### src/rtl/hwag_pkg.sv
// Shared crank-capture definitions used by hwag_cap_filter and hwag_core.
// Edge-select encoding, default blanking shift and reject counter width.
package hwag_pkg;

    localparam int HWAG_BLANK_SHIFT = 2;
    localparam int HWAG_REJ_W       = 8;

    typedef enum logic {
        HWAG_EDGE_FALL = 1'b0,
        HWAG_EDGE_RISE = 1'b1
    } hwag_edge_e;

endpackage

### src/rtl/hwag_cap_filter_if.sv
// Signal bundle between the crank-sensor front end and its controller / hwag_core.
// master drives configuration and the raw comparator; slave is the filter.
interface hwag_cap_filter_if #(
    parameter int FILT_W = 4,
    parameter int PER_W  = 24
);
    import hwag_pkg::*;

    logic                  ena;
    logic                  cap_in;
    logic                  cap_edge_sel;
    logic [FILT_W-1:0]     filt_len;
    logic                  cap_out;
    logic                  cap_stb;
    logic [PER_W-1:0]      period;
    logic                  period_vld;
    logic [HWAG_REJ_W-1:0] rej_cnt;
    logic                  ovf;

    modport master (
        output ena, cap_in, cap_edge_sel, filt_len,
        input  cap_out, cap_stb, period, period_vld, rej_cnt, ovf
    );

    modport slave (
        input  ena, cap_in, cap_edge_sel, filt_len,
        output cap_out, cap_stb, period, period_vld, rej_cnt, ovf
    );

endinterface

### src/rtl/hwag_glitch_filt.sv
// 2-FF synchronizer plus programmable glitch filter for the raw VR comparator.
// filt flips only after the synchronized input disagrees for filt_len+1 cycles.
module hwag_glitch_filt #(
    parameter int FILT_W = 4
) (
    input  logic              clk,
    input  logic              rst,
    input  logic              ena,
    input  logic              cap_in,
    input  logic [FILT_W-1:0] filt_len,
    output logic              filt
);

    logic              s1_reg;
    logic              s2_reg;
    logic              filt_reg;
    logic [FILT_W-1:0] fcnt_reg;

    // The synchronizer keeps running while disabled so the first enabled
    // cycle already sees a settled input.
    always_ff @(posedge clk or negedge rst) begin
        if (!rst) begin
            s1_reg <= 1'b0;
            s2_reg <= 1'b0;
        end else begin
            s1_reg <= cap_in;
            s2_reg <= s1_reg;
        end
    end

    always_ff @(posedge clk or negedge rst) begin
        if (!rst) begin
            fcnt_reg <= '0;
            filt_reg <= 1'b0;
        end else if (!ena) begin
            fcnt_reg <= '0;
            filt_reg <= 1'b0;
        end else if (s2_reg == filt_reg) begin
            fcnt_reg <= '0;
        end else if (fcnt_reg == filt_len) begin
            filt_reg <= s2_reg;
            fcnt_reg <= '0;
        end else begin
            fcnt_reg <= fcnt_reg + FILT_W'(1);
        end
    end

    assign filt = filt_reg;

endmodule

### src/rtl/hwag_cap_filter.sv
// Crank-sensor front end: glitch filter, active-edge select, adaptive blanking
// and tooth-period measurement. Blanking is compiled in with HWAG_CAP_BLANK_EN.
module hwag_cap_filter
    import hwag_pkg::*;
#(
    parameter int FILT_W      = 4,
    parameter int PER_W       = 24,
    parameter int BLANK_SHIFT = HWAG_BLANK_SHIFT
) (
    input  logic               clk,
    input  logic               rst,
    hwag_cap_filter_if.slave   bus
);

    localparam logic [PER_W-1:0] PER_MAX = '1;

`ifdef HWAG_CAP_BLANK_EN
    localparam bit BLANK_BYPASS = 1'b0;
`else
    localparam bit BLANK_BYPASS = 1'b1;
`endif

    logic                  filt;
    logic                  filt_q_reg;
    logic                  cap_out_reg;
    logic                  cap_stb_reg;
    logic [PER_W-1:0]      period_reg;
    logic                  period_vld_reg;
    logic [PER_W-1:0]      pcnt_reg;
    logic                  ovf_reg;
    logic [HWAG_REJ_W-1:0] rej_cnt_reg;

    hwag_edge_e            edge_sel;
    logic                  active_lvl;
    logic                  filt_chg;
    logic                  act_edge;
    logic                  inact_edge;
    logic                  has_ref;
    logic                  blank_ok;
    logic                  accept;
    logic                  reject;

    hwag_glitch_filt #(
        .FILT_W (FILT_W)
    ) u_glitch_filt (
        .clk      (clk),
        .rst      (rst),
        .ena      (bus.ena),
        .cap_in   (bus.cap_in),
        .filt_len (bus.filt_len),
        .filt     (filt)
    );

    assign edge_sel   = hwag_edge_e'(bus.cap_edge_sel);
    assign active_lvl = (edge_sel == HWAG_EDGE_RISE);
    assign filt_chg   = filt ^ filt_q_reg;
    assign act_edge   = filt_chg && (filt == active_lvl);
    assign inact_edge = filt_chg && (filt != active_lvl);

    // pcnt stays at zero until the first accepted edge after reset/enable:
    // there is no reference edge yet, so that edge cannot yield a period.
    assign has_ref  = (pcnt_reg != '0);
    assign blank_ok = !period_vld_reg || (pcnt_reg >= (period_reg >> BLANK_SHIFT));
    assign accept   = act_edge && (BLANK_BYPASS || blank_ok);
    assign reject   = act_edge && !accept;

    always_ff @(posedge clk or negedge rst) begin
        if (!rst) begin
            filt_q_reg     <= 1'b0;
            cap_out_reg    <= 1'b0;
            cap_stb_reg    <= 1'b0;
            period_reg     <= '0;
            period_vld_reg <= 1'b0;
            pcnt_reg       <= '0;
            ovf_reg        <= 1'b0;
            rej_cnt_reg    <= '0;
        end else if (!bus.ena) begin
            filt_q_reg     <= 1'b0;
            cap_out_reg    <= 1'b0;
            cap_stb_reg    <= 1'b0;
            period_reg     <= '0;
            period_vld_reg <= 1'b0;
            pcnt_reg       <= '0;
            ovf_reg        <= 1'b0;
            rej_cnt_reg    <= '0;
        end else begin
            filt_q_reg  <= filt;
            cap_stb_reg <= accept;
            if (accept) begin
                cap_out_reg <= active_lvl;
                pcnt_reg    <= PER_W'(1);
                ovf_reg     <= 1'b0;
                // A saturated count is not a period; drop validity so the
                // following edge is never blanked against stale data.
                if (has_ref) begin
                    if (ovf_reg) begin
                        period_vld_reg <= 1'b0;
                    end else begin
                        period_reg     <= pcnt_reg;
                        period_vld_reg <= 1'b1;
                    end
                end
            end else begin
                if (inact_edge && (cap_out_reg == active_lvl)) begin
                    cap_out_reg <= ~active_lvl;
                end
                if (has_ref && (pcnt_reg != PER_MAX)) begin
                    pcnt_reg <= pcnt_reg + PER_W'(1);
                    if (pcnt_reg == PER_MAX - PER_W'(1)) begin
                        ovf_reg <= 1'b1;
                    end
                end
                if (reject && (rej_cnt_reg != '1)) begin
                    rej_cnt_reg <= rej_cnt_reg + HWAG_REJ_W'(1);
                end
            end
        end
    end

    assign bus.cap_out    = cap_out_reg;
    assign bus.cap_stb    = cap_stb_reg;
    assign bus.period     = period_reg;
    assign bus.period_vld = period_vld_reg;
    assign bus.rej_cnt    = rej_cnt_reg;
    assign bus.ovf        = ovf_reg;

endmodule

### src/flat_wrapper.sv
// flat-port wrapper written by rule: the top's interface ports become plain ports
module hwag_cap_filter_flat import hwag_pkg::*;
#(
    parameter int FILT_W      = 4,
    parameter int PER_W       = 24,
    parameter int BLANK_SHIFT = HWAG_BLANK_SHIFT
)
  (clk, rst, bus_ena, bus_cap_in, bus_cap_edge_sel, bus_filt_len, bus_cap_out, bus_cap_stb, bus_period, bus_period_vld, bus_rej_cnt, bus_ovf);
  hwag_cap_filter_if #(.FILT_W(FILT_W), .PER_W(PER_W)) bus_i ();
  input  logic clk;
  input  logic rst;
  input wire logic [$bits(bus_i.ena)-1:0] bus_ena;
  input wire logic [$bits(bus_i.cap_in)-1:0] bus_cap_in;
  input wire logic [$bits(bus_i.cap_edge_sel)-1:0] bus_cap_edge_sel;
  input wire logic [$bits(bus_i.filt_len)-1:0] bus_filt_len;
  output wire logic [$bits(bus_i.cap_out)-1:0] bus_cap_out;
  output wire logic [$bits(bus_i.cap_stb)-1:0] bus_cap_stb;
  output wire logic [$bits(bus_i.period)-1:0] bus_period;
  output wire logic [$bits(bus_i.period_vld)-1:0] bus_period_vld;
  output wire logic [$bits(bus_i.rej_cnt)-1:0] bus_rej_cnt;
  output wire logic [$bits(bus_i.ovf)-1:0] bus_ovf;
  assign bus_i.ena = bus_ena;
  assign bus_i.cap_in = bus_cap_in;
  assign bus_i.cap_edge_sel = bus_cap_edge_sel;
  assign bus_i.filt_len = bus_filt_len;
  assign bus_cap_out = bus_i.cap_out;
  assign bus_cap_stb = bus_i.cap_stb;
  assign bus_period = bus_i.period;
  assign bus_period_vld = bus_i.period_vld;
  assign bus_rej_cnt = bus_i.rej_cnt;
  assign bus_ovf = bus_i.ovf;
  hwag_cap_filter #(.FILT_W(FILT_W), .PER_W(PER_W), .BLANK_SHIFT(BLANK_SHIFT)) u_core (.clk(clk), .rst(rst), .bus(bus_i));
endmodule
### config.mk
export PLATFORM = sky130hd
export DESIGN_NAME = hwag_cap_filter_flat
export DESIGN_NICKNAME = d
export VERILOG_FILES = /design/src/rtl/hwag_pkg.sv /design/src/rtl/hwag_cap_filter_if.sv /design/src/rtl/hwag_glitch_filt.sv /design/src/rtl/hwag_cap_filter.sv /design/src/flat_wrapper.sv
export SDC_FILE = /design/constraint.sdc
export NUM_CORES = 1
export LEC_CHECK = 0
export CAP_MARGIN = 10
export CORE_ASPECT_RATIO = 1.2
export CORE_MARGIN = 2
export CORE_UTILIZATION = 48
export CTS_BUF_LIST = sky130_fd_sc_hd__clkbuf_16
export DETAILED_ROUTE_END_ITERATION = 8
export PLACE_DENSITY = 0.75
export SLEW_MARGIN = 20
export SYNTH_ARGS = -nofsm -noshare
export SYNTH_HDL_FRONTEND = slang
export SYNTH_SLANG_ARGS = --single-unit
### constraint.sdc
create_clock -name clk -period 1.9 [get_ports clk]
set_input_delay 0.19 -clock clk [delete_from_list [all_inputs] [get_ports clk]]
set_output_delay 0.19 -clock clk [all_outputs]
set_load 0.05 [all_outputs]
==> results of run 1 <==
==> kinds of logic (layout without fill, tap and decap cells) <==
kind of cell / Yosys count / count (layout)
compound gates: 63 / 63
xor+xnor: 13 / 13
fa+ha+maj: 4 / 4
buf+inv: 34 / 114
flops: 60 / 60
mux: 2 / 2
other cells: 1 / 8
simple gates: 143 / 143
==> through the flow <==
stage	power, W	instances	utilization
6_report	0.00365	489	0.721
5_1_grt	0.00377	489	0.721
4_1_cts	0.00359	485	0.683
3_5_place_dp	0.00175	456	0.601
3_3_place_gp	0.00174	456	0.601
2_1_floorplan	0.00165	327	-
==> final cells by class <==
type | count | area [µm²]
tap | 82 | 103
timing repair buffer | 92 | 888
sequential | 60 | 1510
inverter | 6 | 22.5
fill | 404 | 1670
clock inverter | 7 | 92.6
clock buffer | 9 | 225
multi-input combinational | 233 | 1470
==> metal layers <==
layer	GRT usage	vias to the layer above
met5	0	-
met3	0.0448	40
li1	-	1285
met1	0.327	1373
met4	0.107	0
met2	0.387	113
==> synth_stat cells, drive strengths merged <==
cell type / count
a2111oi: 1
nand2: 37
nand2b: 1
conb: 1
a21oi: 17
buf: 15
mux2i: 2
and3: 5
nor4: 5
nor4b: 1
xor2: 2
or4: 4
nand3: 33
o22ai: 2
and2: 4
o211ai: 2
or3: 13
dfrtp: 60
nor2b: 1
o21ai: 35
nor2: 17
clkbuf: 13
and4: 3
a211oi: 1
xnor2: 11
or2: 1
o31ai: 4
nand4: 10
ha: 4
a311oi: 1
nor3: 8
inv: 6
==> worst paths after layout <==
| kind | slack [ns] | startpoint | to |
|---|---|---|---|
| hold reg to reg | 0.35 | u_core.u_glitch_filt.s1_reg | u_core.u_glitch_filt.s2_reg |
| setup reg to reg | -0.1 | u_core.pcnt_reg[0] | u_core.bus.period[22] |
| max in group asynchronous | 1.01 | rst | u_core.pcnt_reg[18] |
| min in group asynchronous | 0.35 | rst | u_core.pcnt_reg[2] |
| hold / removal | 0.32 | bus_cap_in | u_core.u_glitch_filt.s1_reg |
| setup / recovery | -0.1 | u_core.pcnt_reg[0] | u_core.bus.period[22] |
==> where the power goes <==
| group | switching [W] | internal, W |
|---|---|---|
| Sequential | 0.0000230 | 0.00130 |
| Clock | 0.000567 | 0.00114 |
| Combinational | 0.000353 | 0.000269 |
==> what timing repair did <==
action / in CTS / in global routing
hold endpoints to repair: 17 / 0
pin swaps: 3 / 25
endpoints found under the setup margin: 38 / 47
cloned: 4 / 3
gates resized for setup: 28 / 57
setup buffers: 8 / 3
hold buffers: 1 / 0
==> results.md, run 1 <==
- Pwr/cell area: 847 nW/µm²
- Setup TNS Final: -2.16 ns
- Leading cell types in the layout, fill and taps excluded: dfrtp_1 (55), buf_4 (45), nand2_1 (36)
- Wire per inst: 18.0 µm
- GRT overflow: 0
- Nets: 415
- Diode count: 0
- Sequential fraction of the synthesis area: 0.509
- Mapped Cells: 320
- Die area: 6790 µm²
- Core Region: 5970 µm²
- Synth Area in Simple Gates: 0.247
- Pin count of the biggest net entering global routing: 50
- DP HPWL: 4950 µm
- Mapped cell area: 2950 µm²
- Number of CTS-inserted buffers: 9
- Crit path capture type: register
- Buffers on Ports: 36
- Worst hold slack: 0.316 ns
- Wire length on met1: 3400 µm
- Tightest Pin Transition: 0.526 ns
- GP Congestion: 0.958
- Row cnt: 31
- Max-slew violations: 0
- Max FO, Critical Path: 6
- Clock transition at path regs: 0.05 ns
- Clk Latency, worst-skew pair: 0.33 ns
- Adder-Cell Fraction of Synth Area: 0.0170
- Final setup margin: -0.0996 ns
- FMAX: 500 MHz
- Critical Path AT: 2.21 ns
- Post-DRT Antenna Nets: 0
- Hold Crit Class: input pin to register
- Peak supply drop: 0.000598 V
- Worst Clk Skew: 0.00619 ns
- Vias: 2811
- Initial antenna violation count: 0
- Crit path buf inv count: 4
- Setup Viol. Count Final: 33
- Cell taking the most area after synthesis: dfrtp_1
- Clk buf depth: 2
- TritonCTS clock tree: yes
- Critical-path top delay cell: dfrtp_1
- Vias per cell: 5.75
- DRC violations left: 0
- Fin. Hold Viols: 0
- Routed wire length: 8780 µm
- Dpl ws: -0.0937 ns
- Area post-placement: 3590 µm²
- P&R area growth vs syn: 46.0%
- Die Ht: 89.9 µm
- Synth cell types: 38
- Num Clock Sinks: 60
- Global-route wire length before repair: 12800 µm
- Worst Path Required: 2.11 ns
- Relative slew margins: 0.648
- Ys Warns: 0
- Worst R2R Path Depth: 9
- Starting Density: 0.494
- Hold-critical path depth: 1
- Worst path max stage delay: 0.42 ns
- H-tree depth: 3
- Main area contributors after synthesis: dfrtp_1 (51%), nand3_1 (5.6%), o21ai_0 (4.7%)
- CP startpoint kind: register
- Largest family of logic cells by synthesized area: simple AND/OR/NAND/NOR gates
- Yosys reg bits: 60
- Compound-gate portion of the synthesized area: 0.118
- I/O Pins: 45
- Commonest non-fill, non-tap cell in the layout: dfrtp_1
- Worst path depth: 9
- Drt first pass iters: 5
- Root cell of the clock tree: clkbuf_16
- RSZ-0062 raised after global routing: yes
- Top layer in use: met4
- WS Path Type: register to register
- Synth top area share: 0.509
- Final worst-path cycle share: 1.05
- WL met2: 4550 µm
- Post-route cell area: 4310 µm²
- Status: finished, violations left
- Routed met3 length: 459 µm
- Failing checks: setup timing
- Initial DRC count: 270
- Delay-heaviest family, CP: buffers and inverters
- Mapped Avg Cell Area: 9.22 µm²
- Number of global-route vias before repair: 2613
- Gr usage total: 0.246
- Tmin final: 2.00 ns
- Die width: 75.6 µm
- Crit path cell chain: inv_2, ha_4, nor4b_4, nand4_1, o211ai_1, buf_4, buf_8, clkbuf_16, o21ai_2
- Mux cell area share after synthesis: 0.00679
- XOR/XNOR Fraction of Synth Area: 0.0386
- # Max-Cap Violations: 0
- Leak Pwr: 1.83 nW
- Share of cells above drive strength 1: 0.292
Note: power is estimated with default switching activity, not from simulation.
==> run 2: changes to the inputs <==
ABC_AREA = 0   (was default)
SETUP_SLACK_MARGIN = 0.5   (was default)
==> run 2 against run 1 <==
Compared with the run above:
- clock-buffer cell count is the same
- clock power rose by 11%
- sequential power hardly changed
- the run still ends with setup timing left
- sequential cell count did not move
- die area unchanged
- via count up 5.9%
- worst setup slack got worse by 0.073 ns
- final area rose by 2.4%
- maximum frequency shrank 3.5%
- clock skew rose by 0.0017 ns
==> results.md, run 2 (synthesis gave the netlist of run 1 again) <==
- Hold-critical path depth: 1 (unchanged)
- Crit path capture type: register (unchanged)
- Switching Fraction: 0.260 (was 0.258)
- Buffers on Ports: 36 (unchanged)
- Starting Density: 0.494 (unchanged)
- Wire per inst: 19.8 µm (was 18.0 µm)
- Failing checks: setup timing (unchanged)
- DRC violations left: 0 (unchanged)
- Leading cell types in the layout, fill and taps excluded: dfrtp_1 (56), buf_4 (49), nand2_1 (36) (was dfrtp_1 (55), buf_4 (45), nand2_1 (36))
- Cell-internal power: 0.00286 W (was 0.00271 W)
- Share of cells above drive strength 1: 0.358 (was 0.292)
- Final worst-path cycle share: 1.09 (was 1.05)
- Vias: 2978 (was 2811)
- P&R area growth vs syn: 49.6% (was 46.0%)
- Vias per cell: 5.98 (was 5.75)
- Drt first pass iters: 5 (unchanged)
- Number of CTS-inserted buffers: 9 (unchanged)
- Pin count of the biggest net entering global routing: 50 (unchanged)
- DP HPWL: 4910 µm (was 4950 µm)
- Initial DRC count: 326 (was 270)
- FMAX: 483 MHz (was 500 MHz)
- Root cell of the clock tree: clkbuf_16 (unchanged)
- Worst Path Required: 2.11 ns (about the same)
- Routed wire length: 9880 µm (was 8780 µm)
- Post-DRT Antenna Nets: 0 (unchanged)
- FILL cells: 366 (was 404)
- Critical Path AT: 2.28 ns (was 2.21 ns)
- Num Clock Sinks: 60 (unchanged)
- Clk Latency, worst-skew pair: 0.33 ns (about the same)
- Peak supply drop: 0.000469 V (was 0.000598 V)
- Die width: 75.6 µm (unchanged)
- Fin. Hold Viols: 0 (unchanged)
- Pwr/cell area: 876 nW/µm² (was 847 nW/µm²)
- Power share of the sequential group: 0.342 (was 0.362)
- Setup Viol. Count Final: 40 (was 33)
- Hold path start: bus_cap_in (unchanged)
- Placed cells: 455 (was 456)
- TritonCTS clock tree: yes (unchanged)
- Clk buf depth: 2 (unchanged)
- GP Congestion: 0.922 (was 0.958)
- WS Path Type: register to register (unchanged)
- Leak Pwr: 1.94 nW (was 1.83 nW)
- Hold Crit Class: input pin to register (unchanged)
- Clk pwr share: 0.489 (was 0.468)
- Core Region: 5970 µm² (unchanged)
- Fin util: 0.739 (was 0.721)
- Commonest non-fill, non-tap cell in the layout: dfrtp_1 (unchanged)
- Die area: 6790 µm² (unchanged)
- Comb power frac: 0.169 (was 0.170)
- Worst Clk Skew: 0.00790 ns (was 0.00619 ns)
- Clock transition at path regs: 0.06 ns (was 0.05 ns)
- Final cell count without fillers: 498 (was 489)
- Total power: 0.00386 W (was 0.00365 W)
- Initial antenna violation count: 0 (unchanged)
- RSZ-0062 raised after global routing: yes (unchanged)
- Critical path origin: u_core.pcnt_reg[17] (was u_core.pcnt_reg[0])
- Number of global-route vias before repair: 2737 (was 2613)
- Diode count: 0 (unchanged)
- # Max-Cap Violations: 0 (unchanged)
- Max-slew violations: 0 (unchanged)
- Worst R2R Path Depth: 7 (was 9)
- I/O Pins: 45 (unchanged)
- Global-route wire length before repair: 13500 µm (was 12800 µm)
- Max FO, Critical Path: 20 (was 6)
- Gr usage total: 0.261 (was 0.246)
- GRT overflow: 0 (unchanged)
- Status: finished, violations left (unchanged)
- R2r startpoint: u_core.pcnt_reg[17] (was u_core.pcnt_reg[0])
- Row cnt: 31 (unchanged)
- Die Ht: 89.9 µm (unchanged)
- Setup TNS Final: -2.01 ns (was -2.16 ns)
- Nets: 424 (was 415)
- CP startpoint kind: register (unchanged)
- Final setup margin: -0.172 ns (was -0.0996 ns)
- H-tree depth: 3 (unchanged)
- Tmin final: 2.07 ns (was 2.00 ns)
- Net switching power: 0.00100 W (was 0.000942 W)
run 2: timing repair:
action,in CTS,in global routing
hold buffers,1,0
cloned,2,3
setup buffers,19,2
endpoints found under the setup margin,78,72
hold endpoints to repair,18,0
pin swaps,6,12
resized for setup,62,94
run 2: final cells by class:
class                           count  area [µm²]  area share
Clock buffer                        9         225      0.0510
Tap cell                           82         103      0.0232
Timing Repair Buffer              101         880       0.199
Clock inverter                      7         115      0.0261
Multi-Input combinational cell    233        1560       0.354
Inverter                            6        22.5     0.00510
Sequential cell                    60        1510       0.341
run 2: layer usage:
layer	vias up	global-route usage	part of all wire	wire length [µm]
met2	166	0.444	0.52	5180
met1	1467	0.326	0.38	3710
met3	40	0.0370	0.065	643
li1	1305	-	-	-
met5	-	0	0	0
met4	0	0.0980	0.034	340
run 2: worst max-delay path, cell delays in order, from the launching register on:
cell      delay [ns]
dfrtp_1         0.46
nor4_1          0.41
nand2_1         0.21
o211ai_1        0.23
buf_4           0.20
buf_12          0.17
nand3_1         0.13
o31ai_2         0.13
run 2: metrics by stage:
step	setup WS (ns)	instance area (µm²)	hold slack (ns)
floorplan	0.0500	3040	-0.106
global placement	-0.113	3610	0.154
detailed placement	-0.127	3610	0.159
CTS	0.0347	4230	0.304
global route	-0.255	4410	0.302
finish	-0.172	4410	0.313
run 2: power groups by stage:
stage          combinational (W)  clock [W]  sequential, W
3_3_place_gp            0.000432          0        0.00134
4_1_cts                 0.000527    0.00188        0.00131
2_1_floorplan           0.000311          0        0.00135
3_5_place_dp            0.000443          0        0.00134
6_report                0.000653    0.00189        0.00132
5_1_grt                 0.000692    0.00195        0.00132
run 2: worst paths after layout:
path	slack (ns)	end
worst min-delay path	0.31	u_core.u_glitch_filt.s1_reg
worst min register to register	0.36	u_core.u_glitch_filt.s2_reg
worst max-delay path	-0.17	u_core.bus.period[0]
max in group asynchronous	0.91	u_core.u_glitch_filt.filt
min in group asynchronous	0.33	u_core.pcnt_reg[16]
worst max register to register	-0.17	u_core.bus.period[0]
==> run 3: changes to the inputs <==
CORE_UTILIZATION = 54   (was 48)
PLACE_DENSITY = 0.8   (was 0.75)
clock period = 2.1 ns   (was 1.9 ns; I/O delays follow)
==> run 3 against run 2 <==
Compared with the run above:
- the flow now finishes without violations
- combinational power fell by 7.5%
- maximum frequency rose by 2.6%
- clock skew fell by 0.00081 ns
- clock power fell by 17%
- sequential power fell by 9%
- worst setup slack improved by 0.25 ns
- core utilization rose by 4.3 points
- sequential share of layout area rose by 2.4 points
==> results.md, run 3 (synthesis gave the netlist of run 1 again) <==
- CP startpoint kind: register (unchanged)
- Clk Latency, worst-skew pair: 0.33 ns (about the same)
- Critical-path top delay cell: dfrtp_1 (unchanged)
- Initial DRC count: 272 (was 326)
- Fin. Hold Viols: 0 (unchanged)
- Critical path origin: u_core.pcnt_reg[1] (was u_core.pcnt_reg[17])
- Buffers on Ports: 36 (unchanged)
- Tmin final: 2.02 ns (was 2.07 ns)
- Initial antenna violation count: 0 (unchanged)
- Gr usage total: 0.274 (was 0.261)
- Busiest grt layer: met2 (unchanged)
- Max-slew violations: 0 (unchanged)
- Routed wire length: 8810 µm (was 9880 µm)
- Pwr/cell area: 813 nW/µm² (was 876 nW/µm²)
- Crit path cell chain: inv_2, ha_4, nor4b_4, nand4_1, o211ai_1, buf_4, buf_12, nand3_1, o21ai_1 (was nor4_1, nand2_1, o211ai_1, buf_4, buf_12, nand3_1, o31ai_2)
- R2r startpoint: u_core.pcnt_reg[1] (was u_core.pcnt_reg[17])
- Tightest Pin Transition: 0.608 ns
- Hold Crit Class: input pin to register (unchanged)
- Starting Density: 0.557 (was 0.494)
- Clk buf depth: 2 (unchanged)
- RSZ-0062 raised after global routing: yes (unchanged)
- Vias per cell: 6.38 (was 5.98)
- Worst hold slack: 0.327 ns (was 0.313 ns)
- Leak Pwr: 1.86 nW (was 1.94 nW)
- TritonCTS clock tree: yes (unchanged)
- Critical Path AT: 2.27 ns (was 2.28 ns)
- Share of cells above drive strength 1: 0.251 (was 0.358)
- Die width: 71.5 µm (was 75.6 µm)
- Number of global-route vias before repair: 2668 (was 2737)
- P&R area growth vs syn: 40.5% (was 49.6%)
- DRC violations left: 0 (unchanged)
- Num Clock Sinks: 60 (unchanged)
- Commonest non-fill, non-tap cell in the layout: dfrtp_1 (unchanged)
- Drt first pass iters: 5 (unchanged)
- I/O Pins: 45 (unchanged)
- Crit path capture type: register (unchanged)
- # Max-Cap Violations: 0 (unchanged)
- Pin count of the biggest net entering global routing: 50 (unchanged)
- R2r setup slk: 0.08 ns (was -0.17 ns)
- Number of CTS-inserted buffers: 9 (unchanged)
- Core Region: 5300 µm² (was 5970 µm²)
- FMAX: 495 MHz (was 483 MHz)
- Row cnt: 29 (was 31)
- Met1 Use GR: 0.329 (was 0.326)
- DP HPWL: 4620 µm (was 4910 µm)
- Fin util: 0.782 (was 0.739)
- Hold-critical path depth: 1 (unchanged)
- Nets: 402 (was 424)
- Met3 Track Usage GR: 0.0760 (was 0.0370)
- Root cell of the clock tree: clkbuf_16 (unchanged)
- Max FO, Critical Path: 21 (was 20)
- Post-DRT Antenna Nets: 0 (unchanged)
- Global-route wire length before repair: 12800 µm (was 13500 µm)
- Diode count: 0 (unchanged)
- Die Ht: 85.0 µm (was 89.9 µm)
- FILL cells: 307 (was 366)
- GP Congestion: 0.865 (was 0.922)
- Wire per inst: 19.3 µm (was 19.8 µm)
- Register area: 1520 µm² (was 1510 µm²)
- GRT overflow: 0 (unchanged)
- WS Path Type: register to register (unchanged)
- Relative slew margins: 0.595
- Final worst-path cycle share: 0.962 (was 1.09)
- Worst Clk Skew: 0.00709 ns (was 0.00790 ns)
- Setup Viol. Count Final: 0 (was 40)
- Clock transition at path regs: 0.05 ns (was 0.06 ns)
- Hold Path Sink: u_core.u_glitch_filt.s1_reg (unchanged)
- Peak supply drop: 0.000523 V (was 0.000469 V)
- Multi-input logic area: 1450 µm² (was 1560 µm²)
- Status: finished clean (was finished, violations left)
- Leading cell types in the layout, fill and taps excluded: dfrtp_1 (49), nand2_1 (36), nand3_1 (30) (was dfrtp_1 (56), buf_4 (49), nand2_1 (36))
- Vias: 2911 (was 2978)
- Worst path max stage delay: 0.42 ns (was 0.46 ns)
- Hold path start: bus_cap_in (unchanged)
- Worst Path Required: 2.35 ns (was 2.11 ns)
- Met2 Use GR: 0.435 (was 0.444)
- Worst reg2reg path endpoint: u_core.bus.period[13] (was u_core.bus.period[0])
- H-tree depth: 3 (unchanged)
- Die area: 6070 µm² (was 6790 µm²)
- Worst R2R Path Depth: 9 (was 7)
run 3: worst max-delay path by stage:
stage / end / slack [ns] / cells past startpoint
after floorplan: u_core.pcnt_reg[1] / 0.25 / 7
after global placement: u_core.pcnt_reg[13] / 0.19 / 8
after detailed placement: u_core.bus.period[8] / 0.07 / 8
after CTS: u_core.bus.period[13] / 0.21 / 9
after global routing: u_core.bus.period[13] / -0.04 / 8
final: u_core.bus.period[13] / 0.08 / 9
run 3: timing repair:
| action | CTS | global route |
|---|---|---|
| setup buffers | 13 | 6 |
| pin swaps | 4 | 15 |
| gates cloned | 2 | 3 |
| gates resized for setup | 52 | 46 |
| endpoints found under the hold margin | 24 | 0 |
| hold buffers | 1 | 0 |
| setup endpoints to repair | 78 | 50 |
run 3: final cells by class:
cell class / count / share of cell area
Clock buffer: 9 / 0.0543
Clock inverter: 7 / 0.0223
Inverter: 6 / 0.00543
Multi-Input combinational cell: 233 / 0.350
Sequential cell: 60 / 0.366
Tap cell: 62 / 0.0187
Timing Repair Buffer: 79 / 0.184
run 3: power breakdown:
part           switching (W)  internal (W)
sequential         0.0000200       0.00118
combinational       0.000323      0.000280
clock               0.000538       0.00103
total               0.000881       0.00249
run 3: per-stage QoR:
| step | cell area [µm²] | TNS, ns | setup WS (ns) | total power (W) | cells |
|---|---|---|---|---|---|
| 2_1_floorplan | 3010 | 0 | 0.246 | 0.00150 | 327 |
| 3_3_place_gp | 3420 | 0 | 0.186 | 0.00154 | 415 |
| 3_5_place_dp | 3420 | 0 | 0.0675 | 0.00155 | 415 |
| 4_1_cts | 3920 | 0 | 0.206 | 0.00324 | 447 |
| 5_1_grt | 4140 | -0.0786 | -0.0363 | 0.00347 | 456 |
| 6_report | 4140 | 0 | 0.0806 | 0.00337 | 456 |
run 3: worst max-delay path: cells and delay by family, from the launching register on:
kind	cells	cell delay [ns]
AND/OR/NAND/NOR	3	0.54
buffers and inverters	3	0.46
flip-flops	1	0.42
AO/OA/AOI/OAI	2	0.37
adder cells (fa/ha/maj)	1	0.15
run 3: metal layers:
metal,vias up,wire (µm)
li1,1265,-
met1,1394,3320
met2,198,4350
met3,54,675
met4,0,461
met5,-,0
